==> src/rtl/ffstdp_pkg.sv <==
// ffstdp_pkg: shared defaults, FSM encoding and SRAM word layout for the FF-STDP weight-update path
package ffstdp_pkg;
    localparam int WEIGHT_WIDTH_DEF = 8;
    localparam int GRAD_WIDTH_DEF   = 8;
    localparam int UPD_LAT_DEF      = 2;

    typedef enum logic [1:0] {IDLE, SWEEP, DRAIN, FIN} state_t;

    // SRAM word is {GRAD, WSYN}: weight in the low field, gradient directly above it
    localparam int WSYN_OFS = 0;

    function automatic int grad_ofs(input int weight_width);
        return WSYN_OFS + weight_width;
    endfunction

    // index width that stays legal for a count of 1
    function automatic int idx_w(input int n);
        return (n > 1) ? $clog2(n) : 1;
    endfunction
endpackage

==> src/rtl/ffstdp_rmw_sequencer_if.sv <==
// ffstdp_rmw_sequencer_if: control, synapse SRAM and update-unit signals of the weight-update sequencer
interface ffstdp_rmw_sequencer_if #(
    parameter int ADDR_WIDTH   = 8,
    parameter int PRE_W        = 4,
    parameter int POST_W       = 4,
    parameter int WEIGHT_WIDTH = 8,
    parameter int GRAD_WIDTH   = 8
);
    logic                                START;
    logic                                IS_TRAIN;
    logic                                BUSY;
    logic                                DONE;
    logic [ADDR_WIDTH-1:0]               SRAM_RADDR;
    logic                                SRAM_RE;
    logic [ADDR_WIDTH-1:0]               SRAM_WADDR;
    logic                                SRAM_WE;
    logic [WEIGHT_WIDTH+GRAD_WIDTH-1:0]  SRAM_WDATA;
    logic [PRE_W-1:0]                    PRE_IDX;
    logic [POST_W-1:0]                   POST_IDX;
    logic                                UPD_EN;
    logic [WEIGHT_WIDTH-1:0]             WSYN_NEW;
    logic [GRAD_WIDTH-1:0]               GRAD_NEW;

    modport master (
        input  START, IS_TRAIN, WSYN_NEW, GRAD_NEW,
        output BUSY, DONE, SRAM_RADDR, SRAM_RE, SRAM_WADDR, SRAM_WE, SRAM_WDATA,
               PRE_IDX, POST_IDX, UPD_EN
    );

    modport slave (
        output START, IS_TRAIN, WSYN_NEW, GRAD_NEW,
        input  BUSY, DONE, SRAM_RADDR, SRAM_RE, SRAM_WADDR, SRAM_WE, SRAM_WDATA,
               PRE_IDX, POST_IDX, UPD_EN
    );
endinterface

==> src/rtl/ffstdp_wb_delay.sv <==
// ffstdp_wb_delay: valid+address shift register that lines each read up with its write-back slot
module ffstdp_wb_delay #(
    parameter int DEPTH = 2,
    parameter int AW    = 8
) (
    input  logic          CLK,
    input  logic          RST_N,
    input  logic          in_valid,
    input  logic [AW-1:0] in_addr,
    output logic          out_valid,
    output logic [AW-1:0] out_addr
);
    logic [DEPTH-1:0] vld;
    logic [AW-1:0]    adr [DEPTH];

    // shift every issued read one stage per cycle; reset flushes all in-flight entries
    always_ff @(posedge CLK or negedge RST_N) begin
        if (!RST_N) begin
            vld <= '0;
            for (int i = 0; i < DEPTH; i++) adr[i] <= '0;
        end else begin
            vld[0] <= in_valid;
            adr[0] <= in_addr;
            for (int i = 1; i < DEPTH; i++) begin
                vld[i] <= vld[i-1];
                adr[i] <= adr[i-1];
            end
        end
    end

    assign out_valid = vld[DEPTH-1];
    assign out_addr  = adr[DEPTH-1];
endmodule

==> src/rtl/ffstdp_rmw_sequencer.sv <==
// ffstdp_rmw_sequencer: sweeps every synapse on a training event, reads it and writes back the updated weight/gradient
module ffstdp_rmw_sequencer
    import ffstdp_pkg::*;
#(
    parameter int PRE_NUM      = 16,
    parameter int POST_NUM     = 16,
    parameter int WEIGHT_WIDTH = WEIGHT_WIDTH_DEF,
    parameter int GRAD_WIDTH   = GRAD_WIDTH_DEF,
    parameter int UPD_LAT      = UPD_LAT_DEF,
    parameter int ADDR_WIDTH   = idx_w(PRE_NUM * POST_NUM)
) (
    input  logic CLK,
    input  logic RST_N,
    ffstdp_rmw_sequencer_if.master bus
);
    localparam int PRE_W  = idx_w(PRE_NUM);
    localparam int POST_W = idx_w(POST_NUM);
    localparam int DCNT_W = idx_w(UPD_LAT);
    localparam logic [ADDR_WIDTH-1:0] LAST_ADDR  = ADDR_WIDTH'(PRE_NUM * POST_NUM - 1);
    localparam logic [POST_W-1:0]     LAST_POST  = POST_W'(POST_NUM - 1);
    localparam logic [DCNT_W-1:0]     LAST_DRAIN = DCNT_W'(UPD_LAT - 1);

    state_t                state;
    logic                  busy;
    logic                  done;
    logic                  re;
    logic [ADDR_WIDTH-1:0] raddr;
    logic [PRE_W-1:0]      pre;
    logic [POST_W-1:0]     post;
    logic [DCNT_W-1:0]     dcnt;
    logic                  we;
    logic [ADDR_WIDTH-1:0] waddr;
    logic [WEIGHT_WIDTH+GRAD_WIDTH-1:0] wdata;

    // sweep FSM: address is a running counter, pre/post indices advance alongside it
    always_ff @(posedge CLK or negedge RST_N) begin
        if (!RST_N) begin
            state <= IDLE;
            busy  <= 1'b0;
            done  <= 1'b0;
            re    <= 1'b0;
            raddr <= '0;
            pre   <= '0;
            post  <= '0;
            dcnt  <= '0;
        end else begin
            case (state)
                IDLE: if (bus.START) begin
                    busy <= 1'b1;
                    if (bus.IS_TRAIN) begin
                        state <= SWEEP;
                        re    <= 1'b1;
                        raddr <= '0;
                        pre   <= '0;
                        post  <= '0;
                    end else begin
                        state <= FIN;
                        done  <= 1'b1;
                    end
                end
                SWEEP: if (raddr == LAST_ADDR) begin
                    state <= DRAIN;
                    re    <= 1'b0;
                    dcnt  <= '0;
                end else begin
                    raddr <= raddr + 1'b1;
                    post  <= (post == LAST_POST) ? '0 : post + 1'b1;
                    if (post == LAST_POST) pre <= pre + 1'b1;
                end
                DRAIN: if (dcnt == LAST_DRAIN) begin
                    state <= FIN;
                    done  <= 1'b1;
                end else begin
                    dcnt <= dcnt + 1'b1;
                end
                FIN: begin
                    state <= IDLE;
                    done  <= 1'b0;
                    busy  <= 1'b0;
                end
                default: state <= IDLE;
            endcase
        end
    end

    ffstdp_wb_delay #(.DEPTH(UPD_LAT), .AW(ADDR_WIDTH)) u_wb_delay (
        .CLK       (CLK),
        .RST_N     (RST_N),
        .in_valid  (re),
        .in_addr   (raddr),
        .out_valid (we),
        .out_addr  (waddr)
    );

    // pack the update unit's result into the SRAM word only while a write-back is live
    always_comb begin
        wdata = '0;
        if (we) begin
            wdata[WSYN_OFS +: WEIGHT_WIDTH]           = bus.WSYN_NEW;
            wdata[grad_ofs(WEIGHT_WIDTH) +: GRAD_WIDTH] = bus.GRAD_NEW;
        end
    end

    assign bus.BUSY       = busy;
    assign bus.DONE       = done;
    assign bus.SRAM_RE    = re;
    assign bus.SRAM_RADDR = raddr;
    assign bus.PRE_IDX    = pre;
    assign bus.POST_IDX   = post;
    assign bus.SRAM_WE    = we;
    assign bus.UPD_EN     = we;
    assign bus.SRAM_WADDR = waddr;
    assign bus.SRAM_WDATA = wdata;
endmodule
==> src/flat_wrapper.sv <==
// flat-port wrapper written by rule: the top's interface ports become plain ports
module ffstdp_rmw_sequencer_flat import ffstdp_pkg::*;
#(
    parameter int PRE_NUM      = 16,
    parameter int POST_NUM     = 16,
    parameter int WEIGHT_WIDTH = WEIGHT_WIDTH_DEF,
    parameter int GRAD_WIDTH   = GRAD_WIDTH_DEF,
    parameter int UPD_LAT      = UPD_LAT_DEF,
    parameter int ADDR_WIDTH   = idx_w(PRE_NUM * POST_NUM)
)
  (CLK, RST_N, bus_START, bus_IS_TRAIN, bus_WSYN_NEW, bus_GRAD_NEW, bus_BUSY, bus_DONE, bus_SRAM_RADDR, bus_SRAM_RE, bus_SRAM_WADDR, bus_SRAM_WE, bus_SRAM_WDATA, bus_PRE_IDX, bus_POST_IDX, bus_UPD_EN);
  ffstdp_rmw_sequencer_if #(.ADDR_WIDTH(ADDR_WIDTH), .WEIGHT_WIDTH(WEIGHT_WIDTH), .GRAD_WIDTH(GRAD_WIDTH)) bus_i ();
  input  logic CLK;
  input  logic RST_N;
  input wire logic [$bits(bus_i.START)-1:0] bus_START;
  input wire logic [$bits(bus_i.IS_TRAIN)-1:0] bus_IS_TRAIN;
  input wire logic [$bits(bus_i.WSYN_NEW)-1:0] bus_WSYN_NEW;
  input wire logic [$bits(bus_i.GRAD_NEW)-1:0] bus_GRAD_NEW;
  output wire logic [$bits(bus_i.BUSY)-1:0] bus_BUSY;
  output wire logic [$bits(bus_i.DONE)-1:0] bus_DONE;
  output wire logic [$bits(bus_i.SRAM_RADDR)-1:0] bus_SRAM_RADDR;
  output wire logic [$bits(bus_i.SRAM_RE)-1:0] bus_SRAM_RE;
  output wire logic [$bits(bus_i.SRAM_WADDR)-1:0] bus_SRAM_WADDR;
  output wire logic [$bits(bus_i.SRAM_WE)-1:0] bus_SRAM_WE;
  output wire logic [$bits(bus_i.SRAM_WDATA)-1:0] bus_SRAM_WDATA;
  output wire logic [$bits(bus_i.PRE_IDX)-1:0] bus_PRE_IDX;
  output wire logic [$bits(bus_i.POST_IDX)-1:0] bus_POST_IDX;
  output wire logic [$bits(bus_i.UPD_EN)-1:0] bus_UPD_EN;
  assign bus_i.START = bus_START;
  assign bus_i.IS_TRAIN = bus_IS_TRAIN;
  assign bus_i.WSYN_NEW = bus_WSYN_NEW;
  assign bus_i.GRAD_NEW = bus_GRAD_NEW;
  assign bus_BUSY = bus_i.BUSY;
  assign bus_DONE = bus_i.DONE;
  assign bus_SRAM_RADDR = bus_i.SRAM_RADDR;
  assign bus_SRAM_RE = bus_i.SRAM_RE;
  assign bus_SRAM_WADDR = bus_i.SRAM_WADDR;
  assign bus_SRAM_WE = bus_i.SRAM_WE;
  assign bus_SRAM_WDATA = bus_i.SRAM_WDATA;
  assign bus_PRE_IDX = bus_i.PRE_IDX;
  assign bus_POST_IDX = bus_i.POST_IDX;
  assign bus_UPD_EN = bus_i.UPD_EN;
  ffstdp_rmw_sequencer #(.PRE_NUM(PRE_NUM), .POST_NUM(POST_NUM), .WEIGHT_WIDTH(WEIGHT_WIDTH), .GRAD_WIDTH(GRAD_WIDTH), .UPD_LAT(UPD_LAT), .ADDR_WIDTH(ADDR_WIDTH)) u_core (.CLK(CLK), .RST_N(RST_N), .bus(bus_i));
endmodule
==> config.mk <==
export PLATFORM = sky130hd
export DESIGN_NAME = ffstdp_rmw_sequencer_flat
export DESIGN_NICKNAME = d
export VERILOG_FILES = /design/src/rtl/ffstdp_pkg.sv /design/src/rtl/ffstdp_rmw_sequencer_if.sv /design/src/rtl/ffstdp_wb_delay.sv /design/src/rtl/ffstdp_rmw_sequencer.sv /design/src/flat_wrapper.sv
export SDC_FILE = /design/constraint.sdc
export NUM_CORES = 1
export LEC_CHECK = 0
export ABC_CLOCK_PERIOD_IN_PS = 2050
export CORE_MARGIN = 8
export CORE_UTILIZATION = 40
export DETAILED_ROUTE_END_ITERATION = 10
export PLACE_DENSITY = 0.79
export SYNTH_ARGS = -nofsm -noshare
export SYNTH_HDL_FRONTEND = slang
export SYNTH_SLANG_ARGS = --single-unit
==> constraint.sdc <==
create_clock -name CLK -period 2.05 [get_ports CLK]
set_clock_uncertainty 0.2 [all_clocks]
set_input_delay 0.205 -clock CLK [delete_from_list [all_inputs] [get_ports CLK]]
set_output_delay 0.205 -clock CLK [all_outputs]
set_load 0.02 [all_outputs]
# After elaboration in Yosys (flattened, before gate mapping)
# Cells that the tools add are included.
[classes] add_sub_neg=4 mul=0 n_div=0 n_lt_le_gt_ge=0 eq_ne=12 shift=0 muxes=30 bitwise_logic=0 reduce_logical=12
[op_table] cell="4-bit 2-to-1 mux" n=6
[op_table] cell="8-bit 2-to-1 mux" n=3
[op_table] cell="16-bit 2-to-1 mux" n=1
[op_table] cell="4-bit case mux with 2 select lines" n=2
[op_table] cell="8-bit case mux with 2 select lines" n=1
[op_table] cell="4-bit AND reduction" n=3
[op_table] cell="4-bit by 1-bit adder with 4-bit output (second input constant)" n=2
[op_table] cell="8-bit by 1-bit adder with 8-bit output (second input constant)" n=1
[op_table] cell="8-bit == test (second input constant)" n=1
[op_table] cell="1-bit 2-to-1 mux" n=8
[op_table] cell="2-bit 2-to-1 mux" n=4
[op_table] cell="2-bit inequality test (second input constant)" n=4
[op_table] cell="2-bit case mux with 4 select lines" n=1
[op_table] cell="2-bit by 1-bit inequality test with 1-bit output (second input constant)" n=3
[op_table] cell="1-bit case mux with 2 select lines" n=3
[op_table] cell="2-bit nonzero test" n=3
[op_table] cell="5-bit AND reduction" n=1
[op_table] cell="2-bit == test (second input constant)" n=2
[op_table] cell="4-bit == test (second input constant)" n=1
[op_table] cell="2-bit AND reduction" n=2
[op_table] cell="1-bit case mux with 3 select lines" n=1
[op_table] cell="3-bit AND reduction" n=1
[op_table] cell="3-bit nonzero test" n=1
[op_table] cell="2-bit by 1-bit == test with 1-bit output (second input constant)" n=1
[op_table] cell="2 further kinds" n=2
[word_totals] reg_bits=40 latch_bits=0 ramBits=0 mem_bits_ro=0 in_bits=20 out_inout_bits=45 word_cells=69 memories=0

# Logic depth before layout (Yosys ltp)
# Gate-level depths: netlist of the first run.
[logic_depth] word_depth=4 depth_mapped=9 mapped_depth_nobuf=6

# By module
# Synthesis of the first run repeated with hierarchy kept, for this count alone.
[hier_totals] hier_cells=180 area_unflattened_um2=1894.3
[by_module_without_submodules] module="ffstdp_rmw_sequencer" instances=1 cells_each=154 area_each_um2=1383.8 seq_area_each_um2=550.5
[by_module_without_submodules] module="ffstdp_wb_delay" instances=1 cells_each=26 area_each_um2=510.5 seq_area_each_um2=450.4

# Worst setup path before layout of the first run
# No wires, ideal clock.
[synth_path] path_kind="flip-flop to flip-flop" start="reg u_core.raddr[0], in the netlist u_core.bus.SRAM_RADDR[0]" end="reg u_core.pre[0], in the netlist u_core.bus.PRE_IDX[0]" setup_ps=69 arrival_time_ps=1957 required_ps=1781 setup_slack_ps=-176 stages_incl_launch_ff=8 n_path_buf=2 synth_period_minus_slack_ps=2226 cell_sequence="dfrtp_1 > ha_1 > and3_1 > buf_6 > a32o_2 > buf_6 > or4_1 > nand3_1"
[synth_between] elab_chain_cells=3
[synth_lines] element="start, declared" line_no="ffstdp_rmw_sequencer.sv:27" source="logic [ADDR_WIDTH-1:0] raddr;"
[synth_lines] element="start signal, assigned" line_no="ffstdp_rmw_sequencer.sv:66" source="raddr <= raddr + 1'b1;"
[synth_lines] element="8-bit == test" line_no="ffstdp_rmw_sequencer.sv:61" source="SWEEP: if (raddr == LAST_ADDR) begin"
[synth_lines] element="2-bit inequality test (no line)"
[synth_lines] element="5-bit AND reduction (no line)"
[synth_lines] element="end signal, assigned" line_no="ffstdp_rmw_sequencer.sv:68" source="if (post == LAST_POST) pre <= pre + 1'b1;"
[synth_lines] element="end, declared" line_no="ffstdp_rmw_sequencer.sv:28" source="logic [PRE_W-1:0] pre;"
# No other way between the ends.
# A chain may end at the register's enable or synchronous reset.

# Worst setup path in the final report of the first run
[layout_path] start="reg u_core.raddr[1], in the netlist u_core.bus.SRAM_RADDR[1]" end="reg u_core.pre[3], in the netlist u_core.bus.PRE_IDX[3]"
# Same word-level chain as after synthesis.

==> flow_summary.ini, run 1 <==
[outcome]
status = complete, no violations

[clocking]
cts_inserted_buffers = 5
clk_latency_ns = 0.30
numClockSinks = 40
clockRootBuffer = clkbuf_8
tritoncts = done
cts_max_level = 2
cts_buffer_depth = 2
path_clk_slew_ns = 0.09
postCtsSetupRepairBufs = 0

[synth]
yosysTopAreaCellShare_pct = 53.30
ys_seq_area_share_pct = 53.30
syn_inst = 174
synth-main-ff-cell = dfrtp_1
synth.distinct_cells = 40
synth_area_sq_um = 1878
yosys.area.top_type = dfrtp_1
synth_nets = 202
synth-seq-cells = 40
async_flop_share_pct = 100.0
synth.area.top_cells = dfrtp_1 53%, and2_1 5.3%, ha_1 5.3%
synth_edf_count = 0
synth_warnings = 0
syn-mean-instance-area_sq_um = 10.79

[placement]
hpwlAfterDp_um = 3447
gp_congestion = 0.8230
dp_cells = 295
dpl_cell_area_sq_um = 2633
io_buffers = 64

[cells_and_area]
finalNonFillerCells = 304
fillCellCount = 404
final_area_sq_um = 2784
drive_gt1_share_pct = 16.00
final_nets = 277
antenna_cells = 0
syn2layout_area_growth_pct = 48.23

[worst_setup_path]
critical_path.max_fanout = 11
worstPathArrival_ns = 2.00
endpoint_kind = register
critPathLaunchType = register
required_ns = 2.09
path_class = register to register

[power]
p_leak_nw = 1.288
vdd_drop_max_mv = 0.3115
p_seq_share_pct = 52.5
fin_total_pwr_mw = 1.500
pwr_density_cell_nw_per_um2 = 538.9
intPower_mw = 1.189
comb_power_share_pct = 3.7
p_switching_mw = 0.3113
clkPwrFrac_pct = 43.8
swShare_pct = 20.75

[sta]
grt_setup_unrepaired = false
hold-worst-slack_ns = 0.1505
hold_viol = 0
slew_viol_final = 0
maxSlewHeadroom_pct = 74.82
post-route-period-util_pct = 95.78
tightest_slew_ns = 0.3777
max_freq_mhz = 509.3
setup_viol = 0
min_period_ns = 1.963

[route]
avgViaCountPerCell = 5.118
drt-pass1-iter-count = 4
ant_nets = 0
vias = 1556
routed_wl_um = 4425
drcViolationCount = 0
wl_per_cell_um = 14.56
initialDrtViolationCount = 92

[global_route]
grt_pass1_vias = 1506
grt_max_degree = 20
grt_use_total_pct = 12.61
antenna_found_initial = 0
grt-ovfl-total = 0
grt_pass1_wl_um = 7293

[hold_path]
hp-class = input pin to async pin

[floorplanning]
std_cell_rows = 25
die_area_sq_um = 7144
die_w_um = 84.52
ios = 65
die_h_um = 84.52
fp.coreArea_sq_um = 4629
start_util_pct = 40.57

[job]
max_cap_viol_count = 0
cell families after synthesis:
| logic type | after synthesis | share of synthesized area [%] |
|---|---|---|
| AND/OR/NAND/NOR | 65 | 19.26 |
| multiplexers | 5 | 2.732 |
| adder cells (fa/ha/maj) | 8 | 5.330 |
| buffers and inverters | 24 | 7.528 |
| AO/OA/AOI/OAI | 32 | 11.86 |
| flip-flops | 40 | 53.30 |
Yosys cell counts, types with 2 or more instances:
cell and instances:
a211oi_1 2, a21oi_1 7, a22o_1 2, a31oi_1 3
and2_1 16, and3_1 3, buf_2 2, buf_4 9
buf_6 2, clkbuf_1 3, dfrtp_1 40, ha_1 8
inv_1 8, mux2i_1 4, nand2_1 16, nand2b_1 2
nand3_1 11, nand4_1 3, nand4b_1 3, nor2_1 2
o211ai_1 2, o21ai_0 6, or4_1 3
worst paths after layout:
check / from / end / slack [ns] / depth (start not counted)
min: RST_N / u_core.bus.SRAM_RADDR[1] / 0.15 / 2
max: u_core.bus.SRAM_RADDR[1] / u_core.bus.PRE_IDX[3] / 0.09 / 5
min reg2reg: u_core.u_wb_delay.adr[15] / u_core.u_wb_delay.out_addr[7] / 0.15 / 0
max reg2reg: u_core.bus.SRAM_RADDR[1] / u_core.bus.PRE_IDX[3] / 0.09 / 5
min in group CLK: u_core.u_wb_delay.adr[15] / u_core.u_wb_delay.out_addr[7] / 0.15 / 0
max in group asynchronous: RST_N / u_core.u_wb_delay.vld[1] / 0.97 / 3
power groups by stage:
stage	registers (mW)	clock network [mW]	logic, mW
floorplan	0.804	0	0.000484
global placement	0.804	0	0.0535
detailed placement	0.804	0	0.0552
CTS	0.788	0.671	0.0569
global route	0.788	0.700	0.0614
finish	0.788	0.657	0.0553
state kept, by name, indices dropped and copies added (netlist names), 2 cells and up:
name,cells
u_core.bus.POST_IDX,4
u_core.u_wb_delay.vld,2
u_core.u_wb_delay.adr,8
u_core.state,2
u_core.bus.PRE_IDX,4
u_core.u_wb_delay.out_addr,8
u_core.bus.SRAM_RADDR,8
stage by stage:
stage,util [%],setup slack [ns],setup TNS [ns]
after global placement,56.86,0.05946,0
after detailed placement,56.86,-0.01403,-0.01804
final,60.14,0.08652,0
after global routing,60.14,0.002930,0
after floorplan,-,-0.06166,-0.06253
after CTS,59.65,0.002448,0
layer usage:
metal  vias to the layer above  wire, um  global-route usage (%)
met5                         -         0                       0
met4                         0        52                   3.883
met3                         6       335                   4.976
met2                        58      2037                   21.47
met1                       732      1999                   14.09
li1                        760         -                       -
cells in the final DEF, fill, tap and decap left out, drive strengths merged, types with 5 or more instances in the layout:
master / instances
inv: 9
dfrtp: 40
buf: 20
nand2: 16
clkdlybuf4s50: 59
ha: 8
o21ai: 6
and2: 17
clkbuf: 5
nand3: 11
a21oi: 7
critical path, stage by stage (launching register included):
cell,delay [ns]
dfrtp_2,0.43
ha_4,0.17
and3_4,0.20
a32o_2,0.32
or4_1,0.49
nand3_1,0.10
area by class of cell:
class | instances | area [sq um] | share of cell area (%)
Clock buffer | 5 | 68.82 | 2.472
Clock inverter | 3 | 46.29 | 1.663
Inverter | 8 | 30.03 | 1.079
Multi-Input combinational cell | 110 | 768.2 | 27.60
Sequential cell | 40 | 1005 | 36.09
Tap cell | 54 | 67.56 | 2.427
Timing Repair Buffer | 84 | 798.3 | 28.67
timing repair:
item / 4_1_cts / 5_1_grt
gates resized for setup: 2 / 8
endpoints found under the setup margin: 14 / 11
hold buffers: 1 / 0
pin swaps: 0 / 1
hold endpoints to repair: 40 / 0
No activity file was read; power rests on OpenSTA's default activity.
==> run 2, diff against run 1 <==
Settings changed: CORE_UTILIZATION 40 to 56, DONT_BUFFER_PORTS set to 1, HOLD_SLACK_MARGIN set to 0.02, PLACE_DENSITY 0.79 to 0.78.
==> run 2 against run 1 <==
  * Combinational power fell by 53%
  * Worst hold slack got worse by 0.057 ns
  * Critical endpoint unchanged
  * Sequential share of layout area rose by 11 points
  * Highest routed layer unchanged
  * Clock power fell by 42%
  * Via count fell by 11%
  * Sequential power barely moved
==> flow_summary.ini, run 2 (synthesis gave the netlist of run 1 again) <==
[sta]
fin_ws_ns = 0.07530
hold-worst-slack_ns = 0.09378
hold_viol = 0
post-route-period-util_pct = 96.33
max_freq_mhz = 506.4
maxSlewHeadroom_pct = 77.29
grt_setup_unrepaired = false
min_period_ns = 1.975
tightest_slew_ns = 0.3376
setup_viol = 0
slew_viol_final = 0

[cells_and_area]
finalNonFillerCells = 239
syn2layout_area_growth_pct = 13.99
layout_commonest_cell = dfrtp_1
antenna_cells = 0
drive_gt1_share_pct = 22.80
final_nets = 220
mostFrequentLayoutCells = 38 x dfrtp_1, 22 x buf_4, 16 x and2_1, 16 x nand2_1, 10 x nand3_1
final_area_sq_um = 2141

[placement]
dp_cells = 224
placement.setup.worst_slack_ns = 0.03471
hpwlAfterDp_um = 3067
dpl_cell_area_sq_um = 1994
io_buffers = 0
gp_congestion = 0.7701

[worst_setup_path]
path_class = register to register
worstPathArrival_ns = 2.05
critPathLaunchType = register
endpoint_kind = register
required_ns = 2.13
critical_path.max_fanout = 8
r2r_setup_slack_ns = 0.08

[floorplanning]
fp.coreArea_sq_um = 3284
ios = 65
die_w_um = 73.91
die_h_um = 73.91
std_cell_rows = 21
die_area_sq_um = 5463
start_util_pct = 57.18

[outcome]
status = complete, no violations

[global_route]
grt_pass1_vias = 1287
grt_use_total_pct = 14.43
grt_pass1_wl_um = 6065
grt_max_degree = 41
antenna_found_initial = 0
grt-ovfl-total = 0

[clocking]
tritoncts = done
cts_buffer_depth = 2
cts_max_level = 2
clk_latency_ns = 0.35
numClockSinks = 40
path_clk_slew_ns = 0.13
clockRootBuffer = clkbuf_4
cts_inserted_buffers = 5

[route]
ant_nets = 0
wl_per_cell_um = 17.38
drcViolationCount = 0
routed_wl_um = 4155
vias = 1382
initialDrtViolationCount = 74
drt-pass1-iter-count = 4
avgViaCountPerCell = 5.782

[power]
p_leak_nw = 0.9912
pwr_density_cell_nw_per_um2 = 560.1
vdd_drop_max_mv = 0.3026

[hold_path]
hp-class = input pin to async pin

[job]
max_cap_viol_count = 0
==> run 2: cell types whose count changed in the layout (fill, tap and decap cells not counted), sizes merged, moves of 2 or more <==
cell,previous run,this run
clkinv,0,3
dlymetal6s2s,4,0
buf,20,23
dlygate4sd3,1,3
clkdlybuf4s50,59,0
==> run 2: worst paths after layout <==
path                                                       to                       from  cells after the start
worst max-delay path                    u_core.bus.PRE_IDX[3]   u_core.bus.SRAM_RADDR[1]                      5
worst min-delay path                   u_core.bus.POST_IDX[1]                      RST_N                      2
worst max register to register          u_core.bus.PRE_IDX[3]   u_core.bus.SRAM_RADDR[1]                      5
worst min register to register  u_core.u_wb_delay.out_addr[6]  u_core.u_wb_delay.adr[14]                      0
max in group asynchronous               u_core.bus.PRE_IDX[1]                      RST_N                      2
min in group CLK                       u_core.bus.POST_IDX[3]               bus_IS_TRAIN                      4
==> run 2: area by class of cell <==
class                      instances  area, sq um
clock buffer                       5        37.54
fill                             257         1144
tap                               46        57.56
multi-input combinational        111        778.2
sequential                        40         1003
clock inverter                     3        18.77
inverter                           8        30.03
timing repair buffer              26        215.2
==> run 2: power by group <==
group	switching, mW	internal, mW
registers	0	0.789
clock network	0.253	0.132
logic	0.0180	0.00814
==> run 2: per-layer routing <==
metal	GRT usage, %	vias to the layer above	routed length (um)	part of all wire (%)
met4	5.100	0	66	1.6
met2	25.29	54	2151	52
met3	5.321	7	360	8.7
li1	-	650	-	-
met1	15.44	671	1576	38
met5	0	-	0	0
==> run 2: critical path, cell delays in order (launching register included) <==
cell and delay [ns]:
dfrtp_2 0.45, ha_4 0.17, and3_4 0.21, a32o_2 0.30, or4_1 0.47, nand3_1 0.10
==> run 2: what timing repair did <==
action	in CTS	in global routing
setup endpoints to repair	1	9
hold buffers	4	0
buffers inserted	0	2
gates cloned	0	1
resized for setup	1	6
pin swaps	0	1
hold endpoints to repair	44	0
==> run 2: through the flow <==
step	setup TNS [ns]	power (mW)	util [%]
finish	0	1.199	65.18
global route	0	1.250	65.18
CTS	0	1.214	63.96
detailed placement	0	0.8047	60.72
global placement	0	0.8046	60.72
floorplan	-0.06253	0.8047	-
==> run 3, diff against run 2 <==
Settings changed: CORE_MARGIN 8 to unset, CTS_CLUSTER_DIAMETER set to 100, GPL_TIMING_DRIVEN set to 1.
==> run 3 against run 2 <==
  * Sequential cell count stayed put
  * Clock power is 33% higher
  * Global-route usage is 8.4 points higher
==> flow_summary.ini, run 3 (synthesis gave the netlist of run 1 again) <==
[outcome]
status = complete, no violations

[floorplanning]
std_cell_rows = 20
die_h_um = 59.91
ios = 65
die_area_sq_um = 3589
fp.coreArea_sq_um = 3128
start_util_pct = 60.04
die_w_um = 59.91

[clocking]
clockRootBuffer = clkbuf_4
cts_inserted_buffers = 5
cts_max_level = 2
clk_latency_ns = 0.34
cts_buffer_depth = 2
tritoncts = done
numClockSinks = 40
path_clk_slew_ns = 0.12

[worst_setup_path]
endpoint_kind = register
required_ns = 2.13
critPathLaunchType = register
slowest_delay_ns = 0.49
path_class = register to register
critical_path.max_fanout = 8
critical_path.cell_chain = ha_4, and3_4, a32o_2, or4_1, nand3_1
worst_path_max_delay_cell = or4_1
worstPathArrival_ns = 2.06

[sta]
max_freq_mhz = 505.9
maxSlewHeadroom_pct = 67.00
tns_ns = 0
grt_setup_unrepaired = false
slew_viol_final = 0
tightest_slew_ns = 0.4950
post-route-period-util_pct = 96.43
min_period_ns = 1.977
setup_viol = 0
hold_viol = 0

[route]
ant_nets = 0
initialDrtViolationCount = 76
drcViolationCount = 0
drt-pass1-iter-count = 4
wl_per_cell_um = 16.59
vias = 1439
avgViaCountPerCell = 6.021
routed_wl_um = 3966

[global_route]
antenna_found_initial = 0
grt_max_degree = 41
grt-ovfl-total = 0
grt_pass1_wl_um = 5823
grt_pass1_vias = 1319
grt_use_total_pct = 22.85

[cells_and_area]
antenna_cells = 0
mostFrequentLayoutCells = 38 x dfrtp_1, 24 x buf_4, 16 x and2_1, 16 x nand2_1, 10 x nand3_1
final_area_sq_um = 2182
final_nets = 222
finalNonFillerCells = 239
layout_commonest_cell = dfrtp_1
syn2layout_area_growth_pct = 16.19
drive_gt1_share_pct = 22.56
fillCellCount = 218

[power]
vdd_drop_max_mv = 0.4197
pwr_density_cell_nw_per_um2 = 607.9
p_leak_nw = 1.011

[placement]
dp_cells = 222
hpwlAfterDp_um = 2818
gp_congestion = 0.8531
dpl_cell_area_sq_um = 1992
io_buffers = 0

[hold_path]
hp-class = input pin to register

[job]
max_cap_viol_count = 0
run 3: metrics by stage:
stage	util (%)	hold slack [ns]	power, mW	setup WS [ns]
after floorplan	-	-0.2906	0.8047	-0.06166
after global placement	63.68	-0.2896	0.8047	0.1057
after detailed placement	63.68	-0.2894	0.8047	0.008986
after CTS	68.16	0.09742	1.338	0.02366
after global routing	69.76	0.06250	1.379	0.03259
final	69.76	0.09203	1.326	0.07325
run 3: final cells by class:
class / instances / area [sq um] / share of cell area, %
flip-flops and latches: 40 / 1003 / 45.99
multi-input cells: 111 / 783.3 / 35.89
repair buffers: 28 / 230.2 / 10.55
well taps: 44 / 55.05 / 2.523
clock inverters: 3 / 42.54 / 1.950
clock buffers: 5 / 37.54 / 1.720
inverters: 8 / 30.03 / 1.376
run 3: path summary, 6_finish.rpt:
kind	start	end	slack (ns)	depth (start not counted)
min in group asynchronous	RST_N	u_core.bus.DONE	0.15	2
hold reg to reg	u_core.u_wb_delay.adr[9]	u_core.u_wb_delay.out_addr[1]	0.16	0
max in group asynchronous	RST_N	u_core.bus.SRAM_RADDR[0]	1.30	2
setup reg to reg	u_core.bus.SRAM_RADDR[1]	u_core.bus.PRE_IDX[3]	0.07	5
setup / recovery	u_core.bus.SRAM_RADDR[1]	u_core.bus.PRE_IDX[3]	0.07	5
hold / removal	bus_IS_TRAIN	u_core.bus.SRAM_RADDR[7]	0.09	4
run 3: critical path, delay by kind of cell (launching register included):
family / cells / cell delay [ns]
simple gates: 3 / 0.80
flops: 1 / 0.45
fa+ha+maj: 1 / 0.17
compound gates: 1 / 0.30
run 3: repair_timing:
| action | CTS | global route |
|---|---|---|
| setup endpoints to repair | 1 | 6 |
| cloned | 0 | 1 |
| hold endpoints to repair | 44 | 0 |
| gates resized for setup | 1 | 5 |
| setup buffers | 1 | 3 |
| hold buffers | 4 | 0 |
| pin swaps | 0 | 1 |
run 3: where the power goes:
group	total, mW	switching (mW)	leakage (nW)	internal (mW)
clock network	0.511	0.257	0.0412	0.254
logic	0.0264	0.0183	0.493	0.00813
registers	0.789	0	0.477	0.789
total	1.33	0.275	1.01	1.05
run 3: layer usage:
| metal | global-route usage (%) | share of wire (%) | vias up |
|---|---|---|---|
| li1 | - | - | 655 |
| met1 | 24.79 | 37 | 690 |
| met2 | 40.79 | 53 | 83 |
| met3 | 6.494 | 8.0 | 11 |
| met4 | 10.63 | 1.6 | 0 |
| met5 | 0 | 0 | - |
